### config.mk
export PLATFORM = sky130hd
export DESIGN_NAME = otter_intr_ctrl
export DESIGN_NICKNAME = d
export VERILOG_FILES = /design/src/rtl/otter_intr_ctrl.sv
export SDC_FILE = /design/constraint.sdc
export NUM_CORES = 1
export LEC_CHECK = 0
export ABC_AREA = 0
export CORE_AREA = 4 4 104 106
export DETAILED_ROUTE_END_ITERATION = 12
export DIE_AREA = 0 0 108 110
export PLACE_DENSITY_LB_ADDON = 0.3
export RECOVER_POWER = 50
export REMOVE_ABC_BUFFERS = 1
export SYNTH_ARGS = -nofsm -noshare
export SYNTH_HDL_FRONTEND = slang
export SYNTH_SLANG_ARGS = --single-unit
### constraint.sdc
create_clock -name CLK -period 2.2 [get_ports CLK]
set_clock_uncertainty 0.2 [all_clocks]
set_input_delay 0.66 -clock CLK [delete_from_list [all_inputs] [get_ports CLK]]
set_output_delay 0.66 -clock CLK [all_outputs]
set_load 0.01 [all_outputs]
### src/rtl/otter_intr_ctrl.sv
// otter_intr_ctrl: synchronizes and debounces board event inputs, latches
// rising edges as pending, and presents one interrupt at a time to the
// OTTER MCU through an assert / acknowledge / end-of-interrupt handshake.
// A four-register MMIO window (PENDING, MASK, CAUSE, EOI) configures it.
module otter_intr_ctrl #(
  parameter int NUM_SRC         = 4,
  parameter int DEBOUNCE_CYCLES = 16,
  parameter int CNT_W           = 16
) (
  input  logic               CLK,
  input  logic               RST_N,
  input  logic [NUM_SRC-1:0] SRC_IN,
  output logic               INTR,
  input  logic               INTR_ACK,
  input  logic [1:0]         IO_ADDR,
  input  logic               IO_WE,
  input  logic [7:0]         IO_WDATA,
  output logic [7:0]         IO_RDATA
);

  localparam logic [1:0] ADDR_PENDING = 2'd0;
  localparam logic [1:0] ADDR_MASK    = 2'd1;
  localparam logic [1:0] ADDR_CAUSE   = 2'd2;
  localparam logic [1:0] ADDR_EOI     = 2'd3;

  // Counter value reached on the last of DEBOUNCE_CYCLES consecutive mismatches.
  localparam logic [CNT_W-1:0] DB_LAST = CNT_W'(DEBOUNCE_CYCLES - 1);

  typedef enum logic [1:0] {
    ST_IDLE    = 2'd0,
    ST_ASSERT  = 2'd1,
    ST_SERVICE = 2'd2
  } state_t;

  // Isolate the lowest set bit: source 0 has the highest priority.
  function automatic logic [NUM_SRC-1:0] lowest_set(input logic [NUM_SRC-1:0] v);
    return v & (~v + NUM_SRC'(1));
  endfunction

  // Convert a one-hot source vector to its 3-bit source id.
  function automatic logic [2:0] encode_id(input logic [NUM_SRC-1:0] onehot);
    logic [2:0] id;
    id = '0;
    for (int i = 0; i < NUM_SRC; i++) begin
      if (onehot[i]) id = 3'(i);
    end
    return id;
  endfunction

  // Input path state
  logic [NUM_SRC-1:0] sync_p0;
  logic [NUM_SRC-1:0] sync_p1;
  logic [NUM_SRC-1:0] filt;
  logic [NUM_SRC-1:0] filt_prev;
  logic [CNT_W-1:0]   db_cnt [NUM_SRC];
  logic [NUM_SRC-1:0] rise;

  // Registers and control
  logic [NUM_SRC-1:0] pending;
  logic [NUM_SRC-1:0] pending_nx;
  logic [NUM_SRC-1:0] mask;
  logic               cause_vld;
  logic [2:0]         cause_id;
  state_t             state;
  state_t             state_nx;

  logic [NUM_SRC-1:0] eligible;
  logic [NUM_SRC-1:0] win_oh;
  logic [2:0]         win_id;
  logic               ack_take;
  logic               eoi_take;

  logic               wr_pending;
  logic               wr_mask;
  logic               wr_eoi;

  // Only the low NUM_SRC write-data bits have register state behind them.
  logic               unused_wdata;
  assign unused_wdata = &{1'b0, IO_WDATA};

  assign wr_pending = IO_WE && (IO_ADDR == ADDR_PENDING);
  assign wr_mask    = IO_WE && (IO_ADDR == ADDR_MASK);
  assign wr_eoi     = IO_WE && (IO_ADDR == ADDR_EOI);

  // --- stage p0/p1: two-flop synchronizer for the asynchronous requests ---
  always_ff @(posedge CLK or negedge RST_N) begin
    if (!RST_N) begin
      sync_p0 <= '0;
      sync_p1 <= '0;
    end else begin
      sync_p0 <= SRC_IN;
      sync_p1 <= sync_p0;
    end
  end

  // --- debounce: filtered level follows sync_p1 after DEBOUNCE_CYCLES stable mismatches ---
  always_ff @(posedge CLK or negedge RST_N) begin
    if (!RST_N) begin
      filt <= '0;
      for (int i = 0; i < NUM_SRC; i++) db_cnt[i] <= '0;
    end else begin
      for (int i = 0; i < NUM_SRC; i++) begin
        if (sync_p1[i] == filt[i]) begin
          db_cnt[i] <= '0;
        end else if (db_cnt[i] == DB_LAST) begin
          filt[i]   <= sync_p1[i];
          db_cnt[i] <= '0;
        end else begin
          db_cnt[i] <= db_cnt[i] + CNT_W'(1);
        end
      end
    end
  end

  // --- edge capture: remember last filtered level to detect 0->1 transitions ---
  always_ff @(posedge CLK or negedge RST_N) begin
    if (!RST_N) begin
      filt_prev <= '0;
    end else begin
      filt_prev <= filt;
    end
  end

  assign rise = filt & ~filt_prev;

  // Arbitration is continuous so the winner is whatever is eligible at the ACK edge.
  assign eligible = pending & mask;
  assign win_oh   = lowest_set(eligible);
  assign win_id   = encode_id(win_oh);

  // FSM state register
  always_ff @(posedge CLK or negedge RST_N) begin
    if (!RST_N) begin
      state <= ST_IDLE;
    end else begin
      state <= state_nx;
    end
  end

  // FSM next state; ACK and EOI are only honoured in the state that expects them.
  always_comb begin
    state_nx = state;
    ack_take = 1'b0;
    eoi_take = 1'b0;
    case (state)
      ST_IDLE: begin
        if (|eligible) state_nx = ST_ASSERT;
      end
      ST_ASSERT: begin
        if (!(|eligible)) begin
          state_nx = ST_IDLE;
        end else if (INTR_ACK) begin
          state_nx = ST_SERVICE;
          ack_take = 1'b1;
        end
      end
      ST_SERVICE: begin
        if (wr_eoi) begin
          state_nx = ST_IDLE;
          eoi_take = 1'b1;
        end
      end
      default: state_nx = ST_IDLE;
    endcase
  end

  assign INTR = (state == ST_ASSERT);

  // Pending next value: clears first, hardware set last so a set beats a same-cycle W1C.
  always_comb begin
    pending_nx = pending;
    if (wr_pending) pending_nx = pending_nx & ~IO_WDATA[NUM_SRC-1:0];
    if (ack_take)   pending_nx = pending_nx & ~win_oh;
    pending_nx = pending_nx | rise;
  end

  // Pending and mask registers
  always_ff @(posedge CLK or negedge RST_N) begin
    if (!RST_N) begin
      pending <= '0;
      mask    <= '0;
    end else begin
      pending <= pending_nx;
      if (wr_mask) mask <= IO_WDATA[NUM_SRC-1:0];
    end
  end

  // Cause register: valid set on acknowledge, cleared on EOI; id is retained.
  always_ff @(posedge CLK or negedge RST_N) begin
    if (!RST_N) begin
      cause_vld <= 1'b0;
      cause_id  <= '0;
    end else if (ack_take) begin
      cause_vld <= 1'b1;
      cause_id  <= win_id;
    end else if (eoi_take) begin
      cause_vld <= 1'b0;
    end
  end

  // Combinational MMIO read mux; unused upper bits read as zero.
  always_comb begin
    IO_RDATA = '0;
    case (IO_ADDR)
      ADDR_PENDING: IO_RDATA[NUM_SRC-1:0] = pending;
      ADDR_MASK:    IO_RDATA[NUM_SRC-1:0] = mask;
      ADDR_CAUSE:   IO_RDATA = {cause_vld, 4'b0000, cause_id};
      default:      IO_RDATA = '0;
    endcase
  end

endmodule

==> key figures <==
Floorplan
  – Die Footprint: ~12,000 um2
  – Chip Width: 108 um
  – DIE HEIGHT: between 100 and 150 um
  – Io pins: 27
  – CORE AREA: ~9800 um2
  – Starting density of the core: 0.448
  – # rows: 36

Timing
  – Sum Neg Setup Slack: 0 ps
  – Setup-failing EPs final: 0
  – Fin crit share: 1.00
  – Fin. max-slew vios: 0
  – Worst-margin pin slew: 642 ps
  – Rel. slew slack: 0.572
  – Max Fclk: about 450 MHz
  – Final critical-path required period: between 2000 and 2500 ps
  – Hold Fails Final Rpt: 0
  – RSZ-0062 raised after global routing: true

Logic synthesis
  – Sequential fraction of the synthesis area: 0.531
  – Netlist cell types: 38
  – Post-synth EDFFs: 0
  – Ys flop type: dfrtp_1
  – Mapped Cells: 410
  – Yosys warnings: 0
  – Largest cells by area after synthesis: dfrtp_1 53%, xnor2_1 9.2%, nor2_1 5.7%
  – Top-area cell type share of the netlist area: 0.531
  – Post-synth top area cell: dfrtp_1
  – Synth cell count leaders: 93 x dfrtp_1, 66 x nor2_1, 46 x xnor2_1, 25 x nand2_1, 23 x nand3_1
  – Dominant cell by count in the synthesized netlist: dfrtp_1
  – Post-synth ARST share: 1.00
  – Synth Register Bits: 93
  – Synthesized cell area: about 4400 um2
  – Syn_area_per_cell: 10.7 um2

Min path
  – Hold depth: 0
  – Min-delay worst type: flop to flop

Placed design
  – DP HPWL: around 5700 um
  – Final RePlAce weighted congestion: 0.833
  – Number of buffers added on ports: 19

Global route
  – Gr ovfl total: 0
  – Number of global-route vias before repair: 2,974
  – First-pass GRT wire length: ~14,000 um
  – Pin count of the biggest net entering global routing: 50
  – Initial antenna violation count: 0
  – Tot GR Track Use: 0.151

Critical path
  – Arrival @ worst endpoint: between 1000 and 1500 ps
  – CP max-delay cell: clkdlybuf4s15_2
  – Cell family with most CP delay: buffers and inverters
  – Startpoint types: input port
  – Req. time, crit path: about 1300 ps
  – Crit path depth: 4
  – Max incr delay on CP: about 200 ps
  – Worst Reg-to-Reg Cells: 5
  – Worst Setup End Kind: primary output
  – Max FO, Critical Path: 8
  – CP cell instances: clkdlybuf4s15_2 > buf_6 > nor2_1 > buf_2
  – CP bufs+invs: 3
  – Crit path kind: input port to primary output

Power and ir drop
  – Pwr dens: ~650 nW/um2
  – Internal power: about 2500 uW
  – Switching Fraction: 0.241
  – Flop pwr share: 0.559
  – Power Total: 3270 uW
  – Clock power share: 0.362
  – Leak pwr: roughly 0.0021 uW
  – Logic gate share of total power: 0.079
  – Maximum VDD drop: roughly 0.4 mV
  – Switching pwr: 789 uW

Layout
  – Nets@finish: approximately 480
  – P&R area growth vs syn: 15.7%
  – Antenna Cells: 0
  – Share of cells above drive strength 1: 0.159

CTS
  – H-tree depth: 3
  – Clock tree buffer depth: 2
  – TritonCTS Sinks: 93
  – TritonCTS Buffers: 9
  – Root buffer cell: clkbuf_8
  – Worst skew pair latency: 370 ps
  – CTS tree: built
  – Register clock-pin slew on the reported worst setup and hold paths: 90 ps

Routing
  – Via count: between 3,000 and 4,000
  – Vias per cell: about 5.1
  – Residual DRC: 0
  – DR iter-0 viols: 74
  – Post-route ant nets: 0
  – Final wirelength: 8050 um
  – Wire per inst: between 10 and 15 um
  – DRT Pass-1 Iters: 4

Status
  – Status: completed

Job
  – Max_cap viols: 0
-- state kept, by name (all words and copies together) (netlist names) --
name / cells
pending: 4
cause_id: 2
cause_vld: 1
filt_prev: 4
sync_p1: 4
filt: 4
db_cnt: 64
state: 2
mask: 4
sync_p0: 4
-- final cells by class --
cell class	instances	area, um2
Tap cell	133	166
Timing Repair Buffer	40	348
Clock buffer	11	151
Inverter	15	56.3
Multi-Input combinational cell	296	1960
Clock inverter	5	58.8
Fill cell	885	4710
Sequential cell	93	2330
-- path summary, 6_finish.rpt --
check | end | start | slack (ps)
max | IO_RDATA[2] | IO_ADDR[1] | 0.5
min | sync_p1[1]$_DFF_PN0_ | sync_p0[1]$_DFF_PN0_ | 160
max reg2reg | db_cnt[38]$_DFF_PN0_ | db_cnt[32]$_DFF_PN0_ | 320
min reg2reg | sync_p1[1]$_DFF_PN0_ | sync_p0[1]$_DFF_PN0_ | 160
max in group asynchronous | db_cnt[42]$_DFF_PN0_ | RST_N | 300
min in group asynchronous | db_cnt[8]$_DFF_PN0_ | RST_N | 650
-- cell usage in the layout, fill, tap and decap left out, types with 5 or more instances in the layout --
cell             netlist  final
xor2_1                14     14
nand3_1               23     23
inv_1                 15     15
buf_2                  3      5
nor4_2                11     11
clkbuf_8               0     11
buf_4                  4     13
nand4_1               16     16
mux2_2                 7      7
nor3_1                12     12
dlygate4sd3_1          0      6
nor4_1                20     20
and3_1                 9      9
clkdlybuf4s50_1        0      5
nand2_1               25     25
xnor2_1               46     46
nor2_2                 5      5
o21ai_0                7      6
nor2_1                66     66
dfrtp_1               93     93
-- stage by stage --
step                      setup slack (ps)  area, um2   util  std cells  hold WS, ps
final                                0.474       5070  0.518        593          157
after global routing                 -43.8       5070  0.518        593          167
after CTS                            -40.7       5060  0.517        591          159
after detailed placement              -955       4840  0.495        575          138
after global placement                -952       4840  0.495        575          132
after floorplan                        305       4330      -        404          131
-- per-layer routing --
layer | share of wire | global-route usage | up-vias
li1 | - | - | 1501
met1 | 0.48 | 0.204 | 1489
met2 | 0.46 | 0.233 | 41
met3 | 0.044 | 0.0495 | 10
met4 | 0.012 | 0.0442 | 0
met5 | 0 | 0 | -
-- timing repair --
item                       in CTS  in global routing
pin swaps                       1                  2
hold endpoints to repair       23                  0
resized for setup              39                  1
hold buffers                    1                  0
buffers inserted                0                  2
setup endpoints to repair       6                  3
-- power groups by stage --
stage	Clock [uW]	Combinational (uW)	Sequential, uW
global route	1310	297	1840
finish	1180	259	1830
CTS	1230	267	1830
detailed placement	0	272	1860
floorplan	0	112	1850
global placement	0	266	1860
-- logic make-up (layout without fill, tap and decap cells) --
logic type	after synthesis	after routing	share of synthesized area
compound gates	15	15	0.0223
xor+xnor	60	60	0.120
fa+ha+maj	4	4	0.0114
buf+inv	23	71	0.0257
flops	93	93	0.531
mux	12	12	0.0297
other cells	1	3	0.000856
simple gates	202	202	0.259
(Power assumes the default switching activity.)
==> variant (config.mk and constraints unchanged) <==
The parameter `CNT_W` goes from 16 to 12.
--- a/src/rtl/otter_intr_ctrl.sv
+++ b/src/rtl/otter_intr_ctrl.sv
@@ -7,3 +7,3 @@
   parameter int DEBOUNCE_CYCLES = 16,
-  parameter int CNT_W           = 16
+  parameter int CNT_W           = 12
 ) (
Behaviour: no difference found for any inputs over 10 cycles, from zero or initial values and one cycle with RST_N low; that may be too few to reach the edited logic, so the function may still have changed.
==> variant against the unedited design <==
Setup slack better by 0.062 ns. Total power down 14%. Wire length down 19%. First-iteration DRC count up 58%. Design area fell by 18%. Area after synthesis fell by 18%. Count of clock-buffer cells in the layout stayed put. Global-route usage shrank 3.0 points. Sequential cell count fell by 16. Highest routed layer unchanged.
==> variant: results (changes against the unedited design) <==
status = finished clean (unchanged)
largest net degree at the start of global routing = 78 (was 50)
Vias = 2,630 (was 3,041)
M3 GR Usage = 0.0285 (was 0.0495)
Metal-1 WL = 3230 um (was 3900 um)
R2R setup slack = 0.29 ns (was 0.32 ns)
Inst Count DP = 487 (was 575)
root buf cell = clkbuf_8 (unchanged)
later-pin clock latency in the skew report = 0.35 ns (was 0.37 ns)
hold_ws = 0.136 ns (was 0.157 ns)
Final Non-Filler Cells = 503 (was 593)
met2 routed WL = 2930 um (was 3690 um)
Wirelength per Cell = 12.9 um (was 13.6 um)
power density over the cells = 677 nW/um^2 (was 646 nW/um^2)
hpwl dp = 4360 um (was 5690 um)
Switch Pwr = 0.642 mW (was 0.789 mW)
# fillers = 932 (was 885)
wire length of the first global-routing pass = 11,600 um (was 14,000 um)
max incr delay on CP = 0.18 ns (was 0.20 ns)
Post-Synth Adder-Cell Area = 0.0139 (was 0.0114)
Netlist cell types = 40 (was 38)
GP Congestion = 0.791 (was 0.833)
number of gates resized after cts = 32 (was 39)
top post-synthesis cells by count = 77 x dfrtp_1, 28 x a21oi_1, 22 x nor2_1 (was 93 x dfrtp_1, 66 x nor2_1, 46 x xnor2_1)
sequential element share of the synthesized area = 0.536 (was 0.531)
Hold Path Class = reg2reg (unchanged)
static leakage = 1.75 nW (was 2.11 nW)
worst-path maximum fanout = 5 (was 8)
Synth Area in XOR/XNOR = 0.0390 (was 0.120)
max reg flops = 48 (was 64)
compound-cell area share of the yosys netlist = 0.143 (was 0.0223)
Yosys warnings = 0 (unchanged)
first-iteration detailed-routing DRC count = 117 (was 74)
global-route usage over all layers = 0.121 (was 0.151)
met1 Use GR = 0.160 (was 0.204)
Seq. cell area = 1930 um^2 (was 2330 um^2)
Seq power = 1.49 mW (was 1.83 mW)
Worst R2R Start = db_cnt[20] (was db_cnt[32])
fin nets = 387 (was 477)
Logic pwr share = 0.062 (was 0.079)
FF-to-FF path depth = 3 (was 5)
Critical R2R Capture = filt[2] (was db_cnt[38])
top cells by area, synth = dfrtp_1 54%, a21oi_1 3.9%, or4_1 3.3%, o21ai_0 2.8%, or3_1 2.8% (was dfrtp_1 53%, xnor2_1 9.2%, nor2_1 5.7%, nor4_2 3.1%, nor4_1 2.9%)
worst-margin pin slew = 1.04 ns (was 0.642 ns)
Setup crit end = IO_RDATA[3] (was IO_RDATA[2])
mux cell area share after synthesis = 0.0362 (was 0.0297)
CP Launch Point = IO_ADDR[0] (was IO_ADDR[1])
Cell Area, Placed = 3980 um^2 (was 4840 um^2)
vias in the first global route = 2,566 (was 2,974)
Post-Place Setup Slack = -0.792 ns (was -0.955 ns)
layout cells sized above 1 = 0.154 (was 0.159)
Global Route met2 Usage = 0.193 (was 0.233)
WP data arrival = 1.28 ns (was 1.34 ns)
Critical-path top delay cell = mux2i_1 (was clkdlybuf4s15_2)
syn avg cell area = 10.9 um^2 (was 10.7 um^2)
## variant: changes by cell type in the layout (fill, tap and decap cells not counted), sizes merged, moves of 7 or more
cell,unedited run,this run
a21oi,2,28
and3,9,1
buf,23,16
dfrtp,93,77
nand2,25,18
nand3,26,18
nor2,71,22
nor3,12,4
nor4,31,0
o21ai,7,20
o31ai,0,16
or3,0,16
or4,0,20
xnor2,46,8
## variant: final cells by class
class | instances | share of cell area
clock buffer | 11 | 0.0315
clock inverter | 5 | 0.0204
inverter | 14 | 0.0126
multi-input combinational | 233 | 0.376
sequential | 77 | 0.462
tap | 133 | 0.0399
timing repair buffer | 30 | 0.0576
## variant: worst register-to-register path: cells and delay by family, from the launching register on
kind,cells,cell delay (ns)
flops,1,0.44
mux,1,0.35
simple gates,2,0.81
## variant: cell families (layout without fill, tap and decap cells)
family	Yosys count	after routing
flops	77	77
mux	12	12
other cells	1	3
xor+xnor	16	16
simple gates	122	122
buf+inv	22	60
fa+ha+maj	4	4
compound gates	76	76
